==> src/rtl/mat_mac_engine.sv <==
`timescale 1ns/1ps
// Matrix multiply-accumulate engine: C = A * B^T, streamed from two read SRAMs into a result SRAM.
// Define MAT_MAC_SATURATE_EN to clamp results to DATA_W; otherwise results are truncated.
module mat_mac_engine #(
    parameter int DATA_W      = 32,
    parameter int ADDR_W      = 12,
    parameter int ACC_W       = 64,
    parameter int SIGNED_MODE = 1
) (
    input  logic                  clk,
    input  logic                  reset_n,
    input  logic                  start,
    output logic                  busy,
    output logic                  done,
    output logic                  err,
    input  logic [ADDR_W-1:0]     a_base,
    input  logic [ADDR_W-1:0]     b_base,
    input  logic [ADDR_W-1:0]     c_base,
    output logic [ADDR_W-1:0]     a_rd_addr,
    output logic [ADDR_W-1:0]     b_rd_addr,
    input  logic [DATA_W-1:0]     a_rd_data,
    input  logic [DATA_W-1:0]     b_rd_data,
    output logic                  c_wr_en,
    output logic [ADDR_W-1:0]     c_wr_addr,
    output logic [DATA_W-1:0]     c_wr_data,
    output logic [DATA_W/2-1:0]   m_dim,
    output logic [DATA_W/2-1:0]   n_dim,
    output logic [DATA_W/2-1:0]   k_dim
);
    localparam int HW = DATA_W / 2;
    localparam int PW = 2 * DATA_W;

    localparam logic [3:0] IDLE    = 4'd0;
    localparam logic [3:0] DIM_RD  = 4'd1;
    localparam logic [3:0] DIM_CHK = 4'd2;
    localparam logic [3:0] PRIME   = 4'd3;
    localparam logic [3:0] ACCUM   = 4'd4;
    localparam logic [3:0] DRAIN   = 4'd5;
    localparam logic [3:0] WRITE   = 4'd6;
    localparam logic [3:0] DONE    = 4'd7;
    localparam logic [3:0] ERR     = 4'd8;

    logic [3:0]        state_q, state_d;
    logic              busy_q, busy_d, done_q, done_d, err_q, err_d;
    logic [ADDR_W-1:0] a_rd_addr_q, a_rd_addr_d, b_rd_addr_q, b_rd_addr_d;
    logic [ADDR_W-1:0] a_row_q, a_row_d, b_row_q, b_row_d, b_base_q, b_base_d;
    logic [ADDR_W-1:0] c_ptr_q, c_ptr_d, c_wr_addr_q, c_wr_addr_d;
    logic              c_wr_en_q, c_wr_en_d;
    logic [DATA_W-1:0] c_wr_data_q, c_wr_data_d;
    logic [HW-1:0]     m_dim_q, m_dim_d, n_dim_q, n_dim_d, k_dim_q, k_dim_d;
    logic [HW-1:0]     i_q, i_d, j_q, j_d, k_q, k_d;
    logic [ACC_W-1:0]  acc_q, acc_d;
    logic [PW-1:0]     prod;
    logic [ACC_W-1:0]  prod_ext;
    logic [DATA_W-1:0] narrowed;

    always_comb begin
        if (SIGNED_MODE != 0) begin
            prod     = PW'($signed(a_rd_data)) * PW'($signed(b_rd_data));
            prod_ext = ACC_W'($signed(prod));
        end else begin
            prod     = PW'(a_rd_data) * PW'(b_rd_data);
            prod_ext = ACC_W'(prod);
        end
    end

    always_comb begin
        narrowed = acc_q[DATA_W-1:0];
`ifdef MAT_MAC_SATURATE_EN
        // In range only when every bit above the result's sign bit matches it.
        if (SIGNED_MODE != 0) begin
            if (!((&acc_q[ACC_W-1:DATA_W-1]) || !(|acc_q[ACC_W-1:DATA_W-1])))
                narrowed = acc_q[ACC_W-1] ? {1'b1, {(DATA_W-1){1'b0}}}
                                          : {1'b0, {(DATA_W-1){1'b1}}};
        end else if (|acc_q[ACC_W-1:DATA_W]) begin
            narrowed = '1;
        end
`endif
    end

    // NOTE: every _d defaults to its _q first, so no path through this block can infer a latch.
    always_comb begin
        state_d     = state_q;
        err_d       = err_q;
        a_rd_addr_d = a_rd_addr_q;
        b_rd_addr_d = b_rd_addr_q;
        a_row_d     = a_row_q;
        b_row_d     = b_row_q;
        b_base_d    = b_base_q;
        c_ptr_d     = c_ptr_q;
        c_wr_addr_d = c_wr_addr_q;
        c_wr_data_d = c_wr_data_q;
        m_dim_d     = m_dim_q;
        n_dim_d     = n_dim_q;
        k_dim_d     = k_dim_q;
        i_d         = i_q;
        j_d         = j_q;
        k_d         = k_q;
        acc_d       = acc_q;
        case (state_q)
            IDLE: begin
                if (start) begin
                    state_d     = DIM_RD;
                    err_d       = 1'b0;
                    a_rd_addr_d = a_base;
                    b_rd_addr_d = b_base;
                    a_row_d     = a_base + ADDR_W'(1);
                    b_row_d     = b_base + ADDR_W'(1);
                    b_base_d    = b_base;
                    c_ptr_d     = c_base;
                    i_d         = '0;
                    j_d         = '0;
                end
            end
            DIM_RD: state_d = DIM_CHK;
            DIM_CHK: begin
                m_dim_d = a_rd_data[DATA_W-1:HW];
                n_dim_d = b_rd_data[DATA_W-1:HW];
                k_dim_d = a_rd_data[HW-1:0];
                if (a_rd_data[HW-1:0] != b_rd_data[HW-1:0] || a_rd_data[DATA_W-1:HW] == '0 ||
                    b_rd_data[DATA_W-1:HW] == '0 || a_rd_data[HW-1:0] == '0) begin
                    state_d = ERR;
                end else begin
                    state_d     = PRIME;
                    a_rd_addr_d = a_row_q;
                    b_rd_addr_d = b_row_q;
                end
            end
            PRIME: begin
                state_d     = ACCUM;
                k_d         = '0;
                a_rd_addr_d = a_rd_addr_q + ADDR_W'(1);
                b_rd_addr_d = b_rd_addr_q + ADDR_W'(1);
            end
            ACCUM: begin
                // Data for index k arrives this cycle; the first product replaces the old sum.
                acc_d       = (k_q == '0) ? prod_ext : acc_q + prod_ext;
                k_d         = k_q + HW'(1);
                a_rd_addr_d = a_rd_addr_q + ADDR_W'(1);
                b_rd_addr_d = b_rd_addr_q + ADDR_W'(1);
                if (k_q == k_dim_q - HW'(1)) state_d = DRAIN;
            end
            DRAIN: begin
                state_d     = WRITE;
                c_wr_addr_d = c_ptr_q;
                c_wr_data_d = narrowed;
                if (j_q == n_dim_q - HW'(1)) begin
                    j_d     = '0;
                    i_d     = i_q + HW'(1);
                    b_row_d = b_base_q + ADDR_W'(1);
                    a_row_d = a_row_q + ADDR_W'(k_dim_q);
                end else begin
                    j_d     = j_q + HW'(1);
                    b_row_d = b_row_q + ADDR_W'(k_dim_q);
                end
            end
            WRITE: begin
                c_ptr_d     = c_ptr_q + ADDR_W'(1);
                a_rd_addr_d = a_row_q;
                b_rd_addr_d = b_row_q;
                state_d     = (i_q == m_dim_q) ? DONE : PRIME;
            end
            DONE:    state_d = IDLE;
            ERR:     state_d = IDLE;
            default: state_d = IDLE;
        endcase
        if (state_d == ERR) err_d = 1'b1;
        busy_d    = (state_d != IDLE);
        done_d    = (state_d == DONE) || (state_d == ERR);
        c_wr_en_d = (state_d == WRITE);
    end

    // NOTE: sequential state uses non-blocking assignments so every flop samples pre-edge values.
    always_ff @(posedge clk or negedge reset_n) begin
        if (!reset_n) begin
            state_q     <= IDLE;
            busy_q      <= 1'b0;
            done_q      <= 1'b0;
            err_q       <= 1'b0;
            a_rd_addr_q <= '0;
            b_rd_addr_q <= '0;
            a_row_q     <= '0;
            b_row_q     <= '0;
            b_base_q    <= '0;
            c_ptr_q     <= '0;
            c_wr_en_q   <= 1'b0;
            c_wr_addr_q <= '0;
            c_wr_data_q <= '0;
            m_dim_q     <= '0;
            n_dim_q     <= '0;
            k_dim_q     <= '0;
            i_q         <= '0;
            j_q         <= '0;
            k_q         <= '0;
            acc_q       <= '0;
        end else begin
            state_q     <= state_d;
            busy_q      <= busy_d;
            done_q      <= done_d;
            err_q       <= err_d;
            a_rd_addr_q <= a_rd_addr_d;
            b_rd_addr_q <= b_rd_addr_d;
            a_row_q     <= a_row_d;
            b_row_q     <= b_row_d;
            b_base_q    <= b_base_d;
            c_ptr_q     <= c_ptr_d;
            c_wr_en_q   <= c_wr_en_d;
            c_wr_addr_q <= c_wr_addr_d;
            c_wr_data_q <= c_wr_data_d;
            m_dim_q     <= m_dim_d;
            n_dim_q     <= n_dim_d;
            k_dim_q     <= k_dim_d;
            i_q         <= i_d;
            j_q         <= j_d;
            k_q         <= k_d;
            acc_q       <= acc_d;
        end
    end

    assign busy      = busy_q;
    assign done      = done_q;
    assign err       = err_q;
    assign a_rd_addr = a_rd_addr_q;
    assign b_rd_addr = b_rd_addr_q;
    assign c_wr_en   = c_wr_en_q;
    assign c_wr_addr = c_wr_addr_q;
    assign c_wr_data = c_wr_data_q;
    assign m_dim     = m_dim_q;
    assign n_dim     = n_dim_q;
    assign k_dim     = k_dim_q;
endmodule

==> config.mk <==
export PLATFORM = sky130hd
export DESIGN_NAME = mat_mac_engine
export DESIGN_NICKNAME = d
export VERILOG_FILES = /design/src/rtl/mat_mac_engine.sv
export SDC_FILE = /design/constraint.sdc
export NUM_CORES = 2
export LEC_CHECK = 0
export ABC_AREA = 1
export CELL_PAD_IN_SITES_DETAIL_PLACEMENT = 2
export CELL_PAD_IN_SITES_GLOBAL_PLACEMENT = 2
export CORE_UTILIZATION = 30
export DETAILED_ROUTE_END_ITERATION = 6
export PLACE_DENSITY = 0.8
export SLEW_MARGIN = 20
export SYNTH_ARGS = -nofsm -noshare
export SYNTH_HDL_FRONTEND = slang
export SYNTH_SLANG_ARGS = --single-unit
==> constraint.sdc <==
create_clock -name clk -period 3.02 [get_ports clk]
set_input_delay 0.302 -clock clk [delete_from_list [all_inputs] [get_ports clk]]
set_output_delay 0.302 -clock clk [all_outputs]
set_load 0.01 [all_outputs]
After elaboration in Yosys (flattened, before gate mapping)

Index checks and enable logic that the tools add are counted.

Logic and storage cells: 103
Latch bits: 0
Memories: 0
Register bits: 284
Bits of input ports: 103
Memory bits (writable): 0
ROM bits: 0

Reductions and logical operators: 23
$add $sub $neg: 14
Div/mod/pow operators: 0
Equality and inequality tests: 16
Mux-type cells: 29
Shift-type cells: 0
$mul: 1
Bitwise gates (word level): 0
$lt $le $gt $ge: 0

Operators by type and width:

| operator                | number |
|---|---|
| $mux W12                | 9 |
| $pmux W12 S4            | 2 |
| $pmux W16 S2            | 3 |
| $add A12 B1 Y12 const B | 6 |
| $pmux W12 S2            | 3 |
| $add A64 B64 Y64        | 1 |
| $logic_not A16 Y1       | 4 |
| $mul A32 B32 Y64        | 1 |
| $mux W64                | 1 |
| $add A16 B1 Y16 const B | 3 |
| $eq A16 B16 Y1          | 3 |
| $mux W16                | 3 |
| $sub A16 B1 Y16 const B | 2 |
| $pmux W4 S7             | 1 |
| $add A12 B12 Y12        | 2 |
| $eq A4 B3 Y1 const B    | 5 |
| $ne A16 B16 Y1          | 1 |
| $mux W4                 | 3 |
| $reduce_bool A2 Y1      | 5 |
| $eq A4 B2 Y1 const B    | 2 |
| $reduce_and A2 Y1       | 4 |
| $reduce_bool A4 Y1      | 2 |
| $ne A2 B2 Y1 const B    | 3 |
| $reduce_and A3 Y1       | 2 |
| 7 further kinds         | 12 |

Depth between registers and ports, before layout

Depth in word-level cells: 9
Depth in mapped cells: 42
Gate-level depth less buffers: 40

Worst setup path before layout

No wires, ideal clock.

Path kind: input -> register
From: input port b_rd_data[4]
To: register acc_q[31]
Setup time: 118 ps
Slack: -4967 ps
Stages: 35
Arrival: 7869 ps
Data required time: 2902 ps
Cells stage by stage: clkbuf_1 clkbuf_1 nand2_1 fa_1 inv_1 fa_1 inv_1 fa_1 fa_1 inv_1 fa_1 fa_1 fa_1 inv_1 fa_1 inv_1 ha_1 nand2_1 nor4_1 nand3_1 nand3_1 nand2_1 o211ai_1 or2_2 nand2_1 ha_1 inv_1 nor3_1 nand2_1 o211a_1 nand3_1 nand3_1 nand3b_1 nand3_1 nand2_1

Cells in the longest elaborated chain, start to end: 3

Ends and longest elaborated chain:

| what                 | line | source |
|---|---|---|
| from (decl)          | 22   | `input logic [DATA_W-1:0] b_rd_data,` |
| $mul A32 B32 Y64 (*) | 59   | `prod = PW'($signed(a_rd_data)) * PW'($signed(b_rd_data));` |
| $add A64 B64 Y64     | 137  | `acc_d = (k_q == '0) ? prod_ext : acc_q + prod_ext;` |
| $mux W64 (*)         | 137  |  |
| to (signal assigned) | 195  | `acc_q <= '0;` |
| to (signal assigned) | 216  | `acc_q <= acc_d;` |
| to (decl)            | 52   | `logic [ACC_W-1:0] acc_q, acc_d;` |

Mark *: on every way between the ends. The rest lies on a longest branch, timed or not.
A chain may end at the register's enable or synchronous reset.

Worst setup path after layout

From: input port a_rd_data[14]
To: register acc_q[31]

Cells in the longest elaborated chain, start to end: 3

Ends and longest elaborated chain:

| what                 | line | source |
|---|---|---|
| from (decl)          | 21   | `input logic [DATA_W-1:0] a_rd_data,` |
| $mul A32 B32 Y64 (*) | 59   |  |
| $add A64 B64 Y64     | 137  |  |
| $mux W64 (*)         | 137  |  |

Marked as above.

==> summary.txt <==
Place
  – DP Wirelength: 137 mm
  – Setup slack at placement: -6120 ps
  – GPL Wtd Cong: 0.881
  – Buffers added on ports: 222

Critical path
  – CP required: 3590 ps
  – Slowest stage cell, crit path: o211ai_1
  – Delay of the slowest cell on the worst path: 890 ps
  – Critical path class: in2reg
  – Worst Setup End Kind: register
  – Critical-path maximum fanout: 5
  – CP Data Arrival Time: 10,080 ps
  – Crit path launch type: input pin

Synth
  – Share of the synthesized area in the top cell type: 24.1%
  – Post-Syn Instances: 4,687
  – Synth area leader: fa_1
  – Synth area leaders: fa_1, dfrtp_1, nand2_1
  – Ys async rst share: 100%
  – Count leader, synth: nand2_1
  – EDFF count, synth: 0
  – Commonest cells post-synth: nand2_1, inv_1, fa_1
  – Synth Register Bits: 252
  – Synthesized area: 34,200 um^2
  – YS warnings: 0
  – Post-synthesis sequential area ratio: 18.5%
  – Synth Area per Inst: 7.29 um^2
  – Ys flop type: dfrtp_1
  – Synth cell types: 53
  – Post-Synthesis Net Count: 5,434

CTS
  – CTS tree: yes
  – Clock Tree Buf Depth: 3
  – H-tree levels: 1
  – TritonCTS Buffers: 31
  – Worst-Skew Late Latency: 650 ps
  – CTS sink count: 252
  – Clock tree root driver cell: clkbuf_16
  – Reg clk slew, reported paths: 90 ps

STA
  – Final slew viol count: 0
  – Setup ws final: -6490 ps
  – Fmax: 0.105 GHz
  – RSZ-0062 raised after global routing: yes
  – Fin crit share: 315%
  – Slew @ Worst Pin: 1220 ps
  – Relative slew slack: 18.5%
  – Hold Fails Final Rpt: 0
  – Fin Clk Skew: 36.0 ps
  – Minimum clock period: 9510 ps
  – # setup viols final: 69

Floorplan
  – # rows: 123
  – Die area: 115,000 um^2
  – I/O pins: 223
  – Vert. Die Dim: 340 um
  – Initial Util: 30.3%
  – Core ar.: 113,000 um^2
  – Die X: 340 um

Finish
  – Share of layout cells above drive strength 1: 26.9%
  – Area growth from synthesis to layout: 43.8%
  – Final net count: 6,226

Routing
  – Iter 0 DRT Violations: 4,053
  – DR vias: 42,000
  – First-pass DRT Iterations: 6
  – Post-DRT Antenna Nets: 0
  – Final wirelength: 265 mm
  – # DRC: 0
  – Vias per cell: 6.00
  – Wire length per cell: 37.8 um

Global routing
  – Vias in the first global route: 45,400
  – Global-route wire length before repair: 327 mm
  – Pin count of the biggest net entering global routing: 87
  – Initial antenna violation count: 15
  – Grt ovf: 0
  – Gr usage total: 38.7%

Run status
  – Outcome: finished with violations
  – Failing checks: setup timing

Hold path
  – Worst Hold Class: in2async

Run
  – MaxCap Viol Count: 0
==> through the flow <==
stage | util (%) | area, um^2 | setup TNS [ps] | instances | hold slack (ps)
after global placement | 38.2 | 43100 | -149080 | 6700 | 323
after CTS | 42.4 | 47800 | -102720 | 6952 | 202
after global routing | 43.6 | 49100 | -134620 | 7002 | 269
after detailed placement | 38.2 | 43100 | -166220 | 6700 | 319
final | 43.6 | 49100 | -133440 | 7006 | 212
after floorplan | - | 36100 | -92390 | 4687 | 6.41
==> layout make-up <==
cell class | instances | area [um^2]
fillers | 12500 | 63500
multi-input cells | 3089 | 26300
repair buffers | 939 | 9190
flip-flops and latches | 252 | 6310
inverters | 1166 | 4420
well taps | 1500 | 1880
clock buffers | 43 | 891
clock inverters | 13 | 155
diodes | 4 | 10.0
==> logic make-up (layout without fill, tap and decap cells) <==
group / count (synthesis) / after routing / synth area share [%]
buf+inv: 1346 / 2161 / 14.9
mux: 1 / 1 / 0.0293
flops: 252 / 252 / 18.5
compound gates: 517 / 517 / 8.52
simple gates: 1767 / 1767 / 21.4
xor+xnor: 160 / 160 / 4.10
other cells: 0 / 4 / 0
fa+ha+maj: 644 / 644 / 32.6
==> registers in the layout (all words and copies together) (netlist names), 16 cells and up <==
signal,cells
j_q,16
c_wr_data,32
acc_q,32
m_dim,16
k_q,16
k_dim,16
n_dim,16
i_q,16
==> per-layer routing <==
| metal | wire (um) | GRT usage (%) |
|---|---|---|
| met2 | 119000 | 65.5 |
| met1 | 89500 | 42.3 |
| met3 | 26500 | 8.08 |
| met5 | 126 | 0 |
| met4 | 30100 | 30.0 |
==> critical path, delay by kind of cell <==
family | cells | cell delay [ps]
simple gates | 15 | 2100
compound gates | 2 | 1180
fa+ha+maj | 10 | 5040
buf+inv | 12 | 1390
==> cells in the final DEF (no fill, tap or decap), types with 74 or more instances in the layout <==
| cell | Yosys | routed |
|---|---|---|
| o21ai_0 | 222 | 172 |
| buf_4 | 2 | 546 |
| ha_1 | 233 | 140 |
| buf_12 | 0 | 74 |
| nor2_1 | 192 | 164 |
| a21oi_1 | 144 | 86 |
| inv_1 | 1159 | 999 |
| inv_2 | 5 | 148 |
| nand2_1 | 1210 | 1099 |
| nand3_1 | 182 | 153 |
| dfrtp_1 | 252 | 250 |
| xor2_1 | 106 | 90 |
| ha_4 | 0 | 90 |
| clkdlybuf4s50_1 | 0 | 172 |
| buf_6 | 2 | 80 |
| fa_1 | 411 | 347 |
==> repair_timing <==
item | in CTS | in global routing
cloned | 14 | 0
hold buffers | 1 | 0
endpoints found under the hold margin | 59 | 0
resized for setup | 671 | 259
endpoints found under the setup margin | 56 | 92
buffers inserted | 184 | 55
pin swaps | 239 | 165
==> path summary, 6_finish.rpt <==
path | end | startpoint | slack (ps) | depth (start not counted)
min in group clk | m_dim[9] | a_rd_data[25] | 260 | 4
min reg2reg | c_wr_addr[5] | c_wr_addr[5] | 490 | 2
max in group asynchronous | acc_q[29] | reset_n | 1820 | 3
min | b_base_q[10] | reset_n | 210 | 2
max reg2reg | b_row_q[9] | n_dim[4] | -500 | 10
max | acc_q[31] | a_rd_data[14] | -6490 | 39
Power is not shown: default switching activity piles up to over one toggle a cycle in this logic, so the estimate is an artifact.
